==> config.mk <==
export PLATFORM = sky130hd
export DESIGN_NAME = pattern_frame_ctrl
export DESIGN_NICKNAME = d
export VERILOG_FILES = /design/src/rtl/pattern_pkg.sv /design/src/rtl/pattern_ser.sv /design/src/rtl/pattern_frame_ctrl.sv
export SDC_FILE = /design/constraint.sdc
export NUM_CORES = 1
export LEC_CHECK = 0
export CAP_MARGIN = 15
export CORE_MARGIN = 5
export CORE_UTILIZATION = 31
export DETAILED_ROUTE_END_ITERATION = 8
export SYNTH_ARGS = -nofsm -noshare
export SYNTH_HDL_FRONTEND = slang
export SYNTH_SLANG_ARGS = --single-unit
export TNS_END_PERCENT = 100
==> constraint.sdc <==
create_clock -name clk_i -period 3.1 [get_ports clk_i]
set_input_delay 0.62 -clock clk_i [delete_from_list [all_inputs] [get_ports clk_i]]
set_output_delay 0.62 -clock clk_i [all_outputs]
set_load 0.1 [all_outputs]
==> src/rtl/pattern_pkg.sv <==
// rtl/pattern_pkg.sv - shared state encoding and counter sizing for the pattern frame sequencer
package pattern_pkg;

  typedef logic [2:0] pfc_state_t;

  localparam pfc_state_t ST_IDLE   = 3'd0;
  localparam pfc_state_t ST_CLEAR  = 3'd1;
  localparam pfc_state_t ST_LOAD   = 3'd2;
  localparam pfc_state_t ST_SHIFT  = 3'd3;
  localparam pfc_state_t ST_DRAIN  = 3'd4;
  localparam pfc_state_t ST_REPORT = 3'd5;

  // Width of a counter that runs 0..n-1; never narrower than one bit.
  function automatic int pfc_cnt_w(input int n);
    return (n <= 2) ? 1 : $clog2(n);
  endfunction

endpackage

==> src/rtl/pattern_ser.sv <==
// rtl/pattern_ser.sv - MSB-first word serializer with bit position flags
module pattern_ser
  import pattern_pkg::*;
#(
  parameter int WORD_W = 8
) (
  input  logic              clk_i,
  input  logic              reset_i,
  input  logic              load_i,
  input  logic [WORD_W-1:0] load_data_i,
  input  logic              shift_i,
  input  logic              clr_i,
  output logic              bit_o,
  output logic              last_bit_o,
  output logic              near_last_o
);

  localparam int BIT_W = pfc_cnt_w(WORD_W);

  logic [WORD_W-1:0] sr;
  logic [BIT_W-1:0]  bit_cnt;

  always_ff @(posedge clk_i or negedge reset_i) begin
    if (!reset_i) begin
      sr      <= '0;
      bit_cnt <= '0;
    end else if (clr_i) begin
      sr      <= '0;
      bit_cnt <= '0;
    end else if (load_i) begin
      sr      <= load_data_i;
      bit_cnt <= '0;
    end else if (shift_i) begin
      sr      <= sr << 1;
      bit_cnt <= bit_cnt + BIT_W'(1);
    end
  end

  // The MSB of the register is the bit currently on the wire, so the output is a flop.
  assign bit_o       = sr[WORD_W-1];
  assign last_bit_o  = (bit_cnt == BIT_W'(WORD_W-1));
  assign near_last_o = (WORD_W >= 2) && (bit_cnt == BIT_W'(WORD_W-2));

endmodule

==> src/rtl/pattern_frame_ctrl.sv <==
// rtl/pattern_frame_ctrl.sv - frames words onto the pattern detector and reports per-frame match counts
module pattern_frame_ctrl
  import pattern_pkg::*;
#(
  parameter int WORD_W  = 8,
  parameter int CNT_W   = 8,
  parameter int DET_LAT = 1,
  parameter int CLR_CYC = 2
) (
  input  logic              clk_i,
  input  logic              reset_i,
  input  logic              s_valid_i,
  output logic              s_ready_o,
  input  logic [WORD_W-1:0] s_data_i,
  input  logic              s_last_i,
  output logic              det_reset_o,
  output logic              det_data_o,
  input  logic              det_match_i,
  output logic              r_valid_o,
  input  logic              r_ready_i,
  output logic [CNT_W-1:0]  r_count_o,
  output logic              r_ovf_o,
  output logic              r_err_o
);

  localparam int CLR_W = pfc_cnt_w(CLR_CYC);
  localparam int LAT_W = pfc_cnt_w(DET_LAT);

  pfc_state_t       state, state_n;
  logic [CLR_W-1:0] clr_cnt;
  logic [LAT_W-1:0] lat_cnt;
  logic             last_q, last_n;
  logic [CNT_W-1:0] match_cnt, match_cnt_n;
  logic             ovf_q, ovf_n, err_q, err_n;
  logic             ser_load, ser_shift, ser_clr;
  logic             ser_last_bit, ser_near_last, next_is_final;
  logic             s_hs;

  assign s_hs = s_valid_i & s_ready_o;

  pattern_ser #(.WORD_W(WORD_W)) u_ser (
    .clk_i       (clk_i),
    .reset_i     (reset_i),
    .load_i      (ser_load),
    .load_data_i (s_data_i),
    .shift_i     (ser_shift),
    .clr_i       (ser_clr),
    .bit_o       (det_data_o),
    .last_bit_o  (ser_last_bit),
    .near_last_o (ser_near_last)
  );

  always_comb begin
    state_n   = state;
    last_n    = last_q;
    err_n     = err_q;
    ser_load  = 1'b0;
    ser_shift = 1'b0;
    ser_clr   = 1'b0;
    case (state)
      ST_IDLE:   if (s_valid_i) state_n = ST_CLEAR;
      ST_CLEAR:  if (clr_cnt == CLR_W'(CLR_CYC-1)) state_n = ST_LOAD;
      ST_LOAD: begin
        if (s_hs) begin
          ser_load = 1'b1;
          last_n   = s_last_i;
          state_n  = ST_SHIFT;
        end
      end
      ST_SHIFT: begin
        if (!ser_last_bit) begin
          ser_shift = 1'b1;
        end else if (last_q) begin
          ser_clr = 1'b1;
          state_n = ST_DRAIN;
        end else if (s_hs) begin
          // Back-to-back reload keeps the bit stream free of bubbles.
          ser_load = 1'b1;
          last_n   = s_last_i;
        end else begin
          ser_clr = 1'b1;
          err_n   = 1'b1;
          state_n = ST_DRAIN;
        end
      end
      ST_DRAIN:  if (lat_cnt == LAT_W'(DET_LAT-1)) state_n = ST_REPORT;
      ST_REPORT: if (r_ready_i) state_n = ST_IDLE;
      default:   state_n = ST_IDLE;
    endcase
  end

  always_comb begin
    match_cnt_n = match_cnt;
    ovf_n       = ovf_q;
    if (state == ST_CLEAR) begin
      match_cnt_n = '0;
      ovf_n       = 1'b0;
    end else if ((state == ST_SHIFT || state == ST_DRAIN) && det_match_i) begin
      if (&match_cnt) ovf_n = 1'b1;
      else            match_cnt_n = match_cnt + CNT_W'(1);
    end
  end

  // Outputs are registered from next-state values so they line up with the state they describe.
  assign next_is_final = ser_load ? (WORD_W == 1) : (ser_shift & ser_near_last);

  always_ff @(posedge clk_i or negedge reset_i) begin
    if (!reset_i) begin
      state       <= ST_IDLE;
      clr_cnt     <= '0;
      lat_cnt     <= '0;
      last_q      <= 1'b0;
      match_cnt   <= '0;
      ovf_q       <= 1'b0;
      err_q       <= 1'b0;
      s_ready_o   <= 1'b0;
      det_reset_o <= 1'b0;
      r_valid_o   <= 1'b0;
      r_count_o   <= '0;
      r_ovf_o     <= 1'b0;
      r_err_o     <= 1'b0;
    end else begin
      state       <= state_n;
      clr_cnt     <= (state == ST_CLEAR) ? clr_cnt + CLR_W'(1) : '0;
      lat_cnt     <= (state == ST_DRAIN) ? lat_cnt + LAT_W'(1) : '0;
      last_q      <= last_n;
      match_cnt   <= match_cnt_n;
      ovf_q       <= ovf_n;
      err_q       <= (state == ST_CLEAR) ? 1'b0 : err_n;
      s_ready_o   <= (state_n == ST_LOAD) ||
                     ((state_n == ST_SHIFT) && next_is_final && !last_n);
      det_reset_o <= !((state_n == ST_CLEAR) || (state_n == ST_LOAD));
      r_valid_o   <= (state_n == ST_REPORT);
      if (state == ST_DRAIN && state_n == ST_REPORT) begin
        r_count_o <= match_cnt_n;
        r_ovf_o   <= ovf_n;
        r_err_o   <= err_q;
      end
    end
  end

endmodule

Word-level counts from Yosys, hierarchy flattened

Cells that the tools add are included.

$add $sub $neg: 4
Eq/ne operators: 13
Multiplexer cells: 44
Bitwise gates (word level): 2
Reductions and logical operators: 15

Operators with widths:

| operator              | number |
|---|---|
| $mux W8               | 6 |
| $mux W3               | 11 |
| $mux W1               | 24 |
| $pmux W3 S6           | 1 |
| $eq A3 B3 Y1 const B  | 5 |
| $eq A3 B2 Y1 const B  | 4 |
| $add A8 B1 Y8 const B | 1 |
| $reduce_and A8 Y1     | 1 |
| $eq A3 B1 Y1 const B  | 2 |
| $logic_and A1 B1 Y1   | 4 |
| $ne A2 B1 Y1 const B  | 2 |
| $pmux W1 S2           | 2 |
| $reduce_and A4 Y1     | 1 |
| $reduce_bool A2 Y1    | 2 |
| $add A3 B1 Y3 const B | 1 |
| $logic_not A3 Y1      | 1 |
| $logic_or A1 B1 Y1    | 3 |
| $reduce_bool A3 Y1    | 1 |
| $add A1 B1 Y1 const B | 2 |
| $and A1 B1 Y1         | 2 |
| $logic_not A1 Y1      | 2 |

Flip-flop bits (word level): 40
Input bits: 14
Output and inout bits: 14
Word-level logic and storage cells: 93

Longest topological paths before layout

Depth in word-level cells: 9
Gate-level depth with buffers: 6
Gate-level depth less buffers: 6

Hierarchy

Synthesis repeated with hierarchy kept, for this count alone.

Cell total of the unflattened synthesis: 192
Area, all modules: 2016.9 um2

By module, submodules not included:

| module             | instances | cells each | area an instance (um2) | seq. area each (um2) |
|---|---|---|---|---|
| pattern_frame_ctrl | 1         | 141        | 1436.4                 | 725.7 |
| pattern_ser        | 1         | 51         | 580.6                  | 275.3 |

Least setup slack after synthesis

OpenSTA, ideal clock, no wires.

Kind: reg-to-reg
From: register s_ready_o
To: register u_ser.bit_cnt[2]
Setup time: 121 ps
Data arrival time: 1847 ps
Data required time: 2979 ps
Slack: 1132 ps
Cell stages (with the launch flop): 5
Buffers on the path: 1
Clock period less this slack: 1968 ps
Path through: dfrtp_1 nand4b_1 and2_1 clkbuf_1 a22o_1

Word-level cells in the longest chain between the ends: 7
Elaborated cells on any way between the ends: 12
Those cells by class: mux: 10; bitwise: 1; reduce/logical: 1

Ends and longest elaborated chain:

| element                | line                                               | text |
|---|---|---|
| from (decl)            | pattern_frame_ctrl.sv:13                           | `output logic s_ready_o,` |
| from (signal assigned) | pattern_frame_ctrl.sv:130                          | `s_ready_o <= (state_n == ST_LOAD) \|\|` |
| $and A1 B1 Y1 (*)      | pattern_frame_ctrl.sv:39                           | `assign s_hs = s_valid_i & s_ready_o;` |
| $mux W1                | pattern_frame_ctrl.sv:64, pattern_frame_ctrl.sv:76 |  |
| $mux W1                | pattern_frame_ctrl.sv:73                           | `end else if (last_q) begin` |
| $mux W1                | pattern_frame_ctrl.sv:71                           | `if (!ser_last_bit) begin` |
| $pmux W1 S2            | pattern_frame_ctrl.sv:60                           | `case (state)` |
| $mux W3                | pattern_ser.sv:30                                  | `end else if (load_i) begin` |
| $mux W3                | pattern_ser.sv:27                                  | `end else if (clr_i) begin` |
| to (signal assigned)   | pattern_ser.sv:35                                  | `bit_cnt <= bit_cnt + BIT_W'(1);` |
| to (decl)              | pattern_ser.sv:21                                  | `logic [BIT_W-1:0] bit_cnt;` |

Mark *: on every way between the ends. The rest lies on a longest branch, timed or not.
A chain may end at the register's enable or synchronous reset.

Worst setup path after layout

From: input det_match_i
To: register r_count_o[4]

Word-level cells in the longest chain between the ends: 3

Ends and longest elaborated chain:

| element              | line                      | text |
|---|---|---|
| from (decl)          | pattern_frame_ctrl.sv:18  | `input logic det_match_i,` |
| $logic_and A1 B1 Y1  | pattern_frame_ctrl.sv:98  | `end else if ((state == ST_SHIFT \|\| state == ST_DRAIN) && det_match_i) begin` |
| $mux W8              | pattern_frame_ctrl.sv:98  |  |
| $mux W8              | pattern_frame_ctrl.sv:95  | `if (state == ST_CLEAR) begin` |
| to (signal assigned) | pattern_frame_ctrl.sv:135 | `r_count_o <= match_cnt_n;` |
| to (decl)            | pattern_frame_ctrl.sv:21  | `output logic [CNT_W-1:0] r_count_o,` |

No other way between the ends.

==> metrics.md <==
| Metric | Value |
|---|---|
| Run status | complete, no violations |
| Placeable Area | 5886 µm² |
| Vias in the first global route | 1343 |
| RSZ-0062 raised after global routing | no |
| Layout cells sized above 1 | 0.1346 |
| Vias per cell | slightly below 5 |
| Sequential share of the synthesized area | 0.5337 |
| Clk sinks | 40 |
| Fin crit share | 0.6469 |
| # setup viols final | 0 |
| Hold Violations, Final | 0 |
| H-tree lvl count | 2 |
| Comb power frac | 0.491 |
| Mapped Cells | 181 |
| Crit-path max cell delay | 0.52 ns |
| Fmax | 0.4986 GHz |
| CTS Buffer Depth | 2 |
| Largest net degree at the start of global routing | between 40 and 50 |
| Clock share of power | 0.154 |
| Critical path startpoint category | input pin |
| Initial drt markers | 33 |
| Critical-path cell list | clkdlybuf4s50_1, and4bb_1, nor2_1, or4_1, a31oi_1 |
| Synthesized flop and latch total | 40 |
| Yosys warning total | 0 |
| Drt first pass iters | 4 |
| Vias | 1387 |
| Worst skew pair latency | approximately 0.29 ns |
| Total Neg Setup Slack | 0 ns |
| Num CTS Buffers | 5 |
| Post-synth EDFFs | 0 |
| Synth top area share | 0.5337 |
| Fillcell total | 609 |
| Total GRT Usage | 0.1082 |
| Worst-path clk slew | 0.08 ns |
| GPL Wtd Cong | 0.7723 |
| Hold WS | 0.4396 ns |
| Number of antenna violations at the first check in global routing | 0 |
| Nature of the critical path endpoint | flip-flop |
| Finished Cell Area | 2247 µm² |
| Kind of critical path | in -> reg |
| Worst Max-Slew Pin Slew | 0.8757 ns |
| Hold Path Class | in -> async |
| Drt drc | 0 |
| Width of the die | 87.78 µm |
| Max-cap violations | 0 |
| Count of cell types in the netlist | 43 |
| Final core occ | 0.3818 |
| Starting density of the core | 0.3187 |
| CTS root buffer | clkbuf_8 |
| Critical path arrival | 2.23 ns |
| I/O pin cnt | 28 |
| Syn nets | 199 |
| Asr flop ratio synth | 1.000 |
| Rows | 28 |
| Largest cells by area after synthesis | dfrtp_1, mux2i_1, nand2_1 |
| First-pass GRT wire length | 6451 µm |
| Sw Pwr | 0.001201 W |
| Worst Skew | 0.002326 ns |
| Tmin final | 2.005 ns |
| Relative slew slack | 0.4162 |
| Wire length per cell | around 14 µm |
| Cell Area, Placed | around 2200 µm² |
| Hold_buf cts | 0 |
| Fin. max-slew vios | 0 |
| Post-DP HPWL | 2653 µm |
| Post-route antenna net violation count | 0 |
| Yosys top cell by area | dfrtp_1 |
| Total leakage power | 0.9699 nW |
| Sequential power share | 0.355 |
| Crit path max fanout | 11 |
| Routed Wire Length | 3831 µm |
| CTS tree | done |
| Die area | 7705 µm² |
| Cell Area, Synth | 1876 µm² |
| N_diodes | 0 |
| Switching Fraction | 0.5083 |
| Post-CTS resize count | 0 |
| Cell Pwr Density | 1051 nW/µm² |
| Die Height | 87.78 µm |
| Peak supply drop | 503.1 µV |
| Post-CTS setup buffers | 0 |
| Worst-path cell with the longest stage delay | or4_1 |
| Area grow syn2layout | 19.81% |
| GRT Residual Overflow | 0 |
| Worst Path Required | 3.32 ns |
| Number of port buffers | 27 |
| Primary FF master, synth | dfrtp_1 |
| P_int | 0.001161 W |
| Synth Area per Inst | 10.36 µm² |
| Nets | 225 |
[path summary, 6_finish.rpt]
kind | start | end | slack (ns) | cells past startpoint
min | reset_i | r_count_o[4] | 0.44 | 1
max reg2reg | state[0] | r_count_o[5] | 1.20 | 4
min in group clk_i | clr_cnt | clr_cnt | 0.46 | 1
max in group asynchronous | reset_i | u_ser.sr[7] | 2.12 | 1
max | det_match_i | r_count_o[4] | 1.09 | 5
min reg2reg | clr_cnt | clr_cnt | 0.46 | 1
[cell usage after synthesis (2+ instances only)]
cell / n
mux2i_1: 9
nand3_1: 3
o21ai_0: 3
o21ai_1: 13
inv_1: 5
o211ai_1: 2
a31oi_1: 6
a21oi_1: 12
clkbuf_1: 3
nand3b_1: 4
nor3_1: 2
ha_1: 4
dfrtp_1: 40
a22o_1: 2
or3_1: 3
and3_1: 3
and2_1: 2
nand2b_1: 2
nor2_1: 14
and4_1: 2
nand2_1: 19
o31ai_1: 4
o2bb2ai_1: 2
buf_2: 3
[worst max-delay path, delay by kind of cell]
family	cells	cell delay [ns]
buffers and inverters	1	0.51
and+or+nand+nor	3	0.93
AOI/OAI and AO/OA	1	0.17
[routing by layer]
layer  up-vias  wire, µm  GRT usage
li1        704         -          -
met1       647      1834     0.1400
met2        34      1743     0.1678
met3         2       243    0.03198
met4         0        10    0.04742
met5         -         0          0
[placed cells by master, fill, tap and decap left out, types with 3 or more instances in the layout]
master           count
nand3_1              3
nand3b_1             4
clkdlybuf4s50_1     12
nand2_1             19
inv_1                5
ha_1                 4
o31ai_1              4
a21oi_1             12
mux2i_1              9
o21ai_0              3
dfrtp_1             40
o21ai_1             13
nor2_1              14
a31oi_1              6
buf_4               14
or3_1                3
clkbuf_8             6
and3_1               3
[metrics by stage]
step	cells	total power [W]	setup WS, ns
global route	283	0.002513	0.9666
global placement	275	0.002010	0.8374
finish	283	0.002362	1.095
detailed placement	275	0.002016	0.7994
floorplan	181	0.001758	1.132
CTS	283	0.002385	1.108
[power groups by stage]
stage	registers, W	clock network (W)	logic (W)
floorplan	0.00133	0	0.000429
global placement	0.000843	0	0.00117
detailed placement	0.000845	0	0.00117
CTS	0.000836	0.000376	0.00117
global route	0.000865	0.000396	0.00125
finish	0.000838	0.000365	0.00116
[layout make-up]
cell class,count,area [µm²],share of cell area
Multi-Input combinational cell,127,807.0,0.3591
Clock inverter,2,10.01,0.004454
Inverter,6,22.52,0.01002
Clock buffer,6,82.58,0.03675
Sequential cell,40,1001,0.4454
Timing Repair Buffer,27,230.2,0.1024
Tap cell,75,93.84,0.04176
[cells by family after synthesis]
family / after synthesis / share of synthesized area
buffers and inverters: 14 / 0.03602
AND/OR/NAND/NOR: 65 / 0.1908
flip-flops: 40 / 0.5337
adder cells (fa/ha/maj): 4 / 0.02669
AO/OA/AOI/OAI: 49 / 0.1648
multiplexers: 9 / 0.04803
[state kept, by name, indices dropped and copies added, names as in the netlist]
register	cells
ovf_q	1
u_ser.sr	8
clr_cnt	1
last_q	1
state	3
match_cnt	8
r_err_o	1
lat_cnt	1
r_ovf_o	1
r_count_o	8
det_reset_o	1
r_valid_o	1
u_ser.bit_cnt	3
s_ready_o	1
err_q	1
Power figures use the tool's default switching activity.
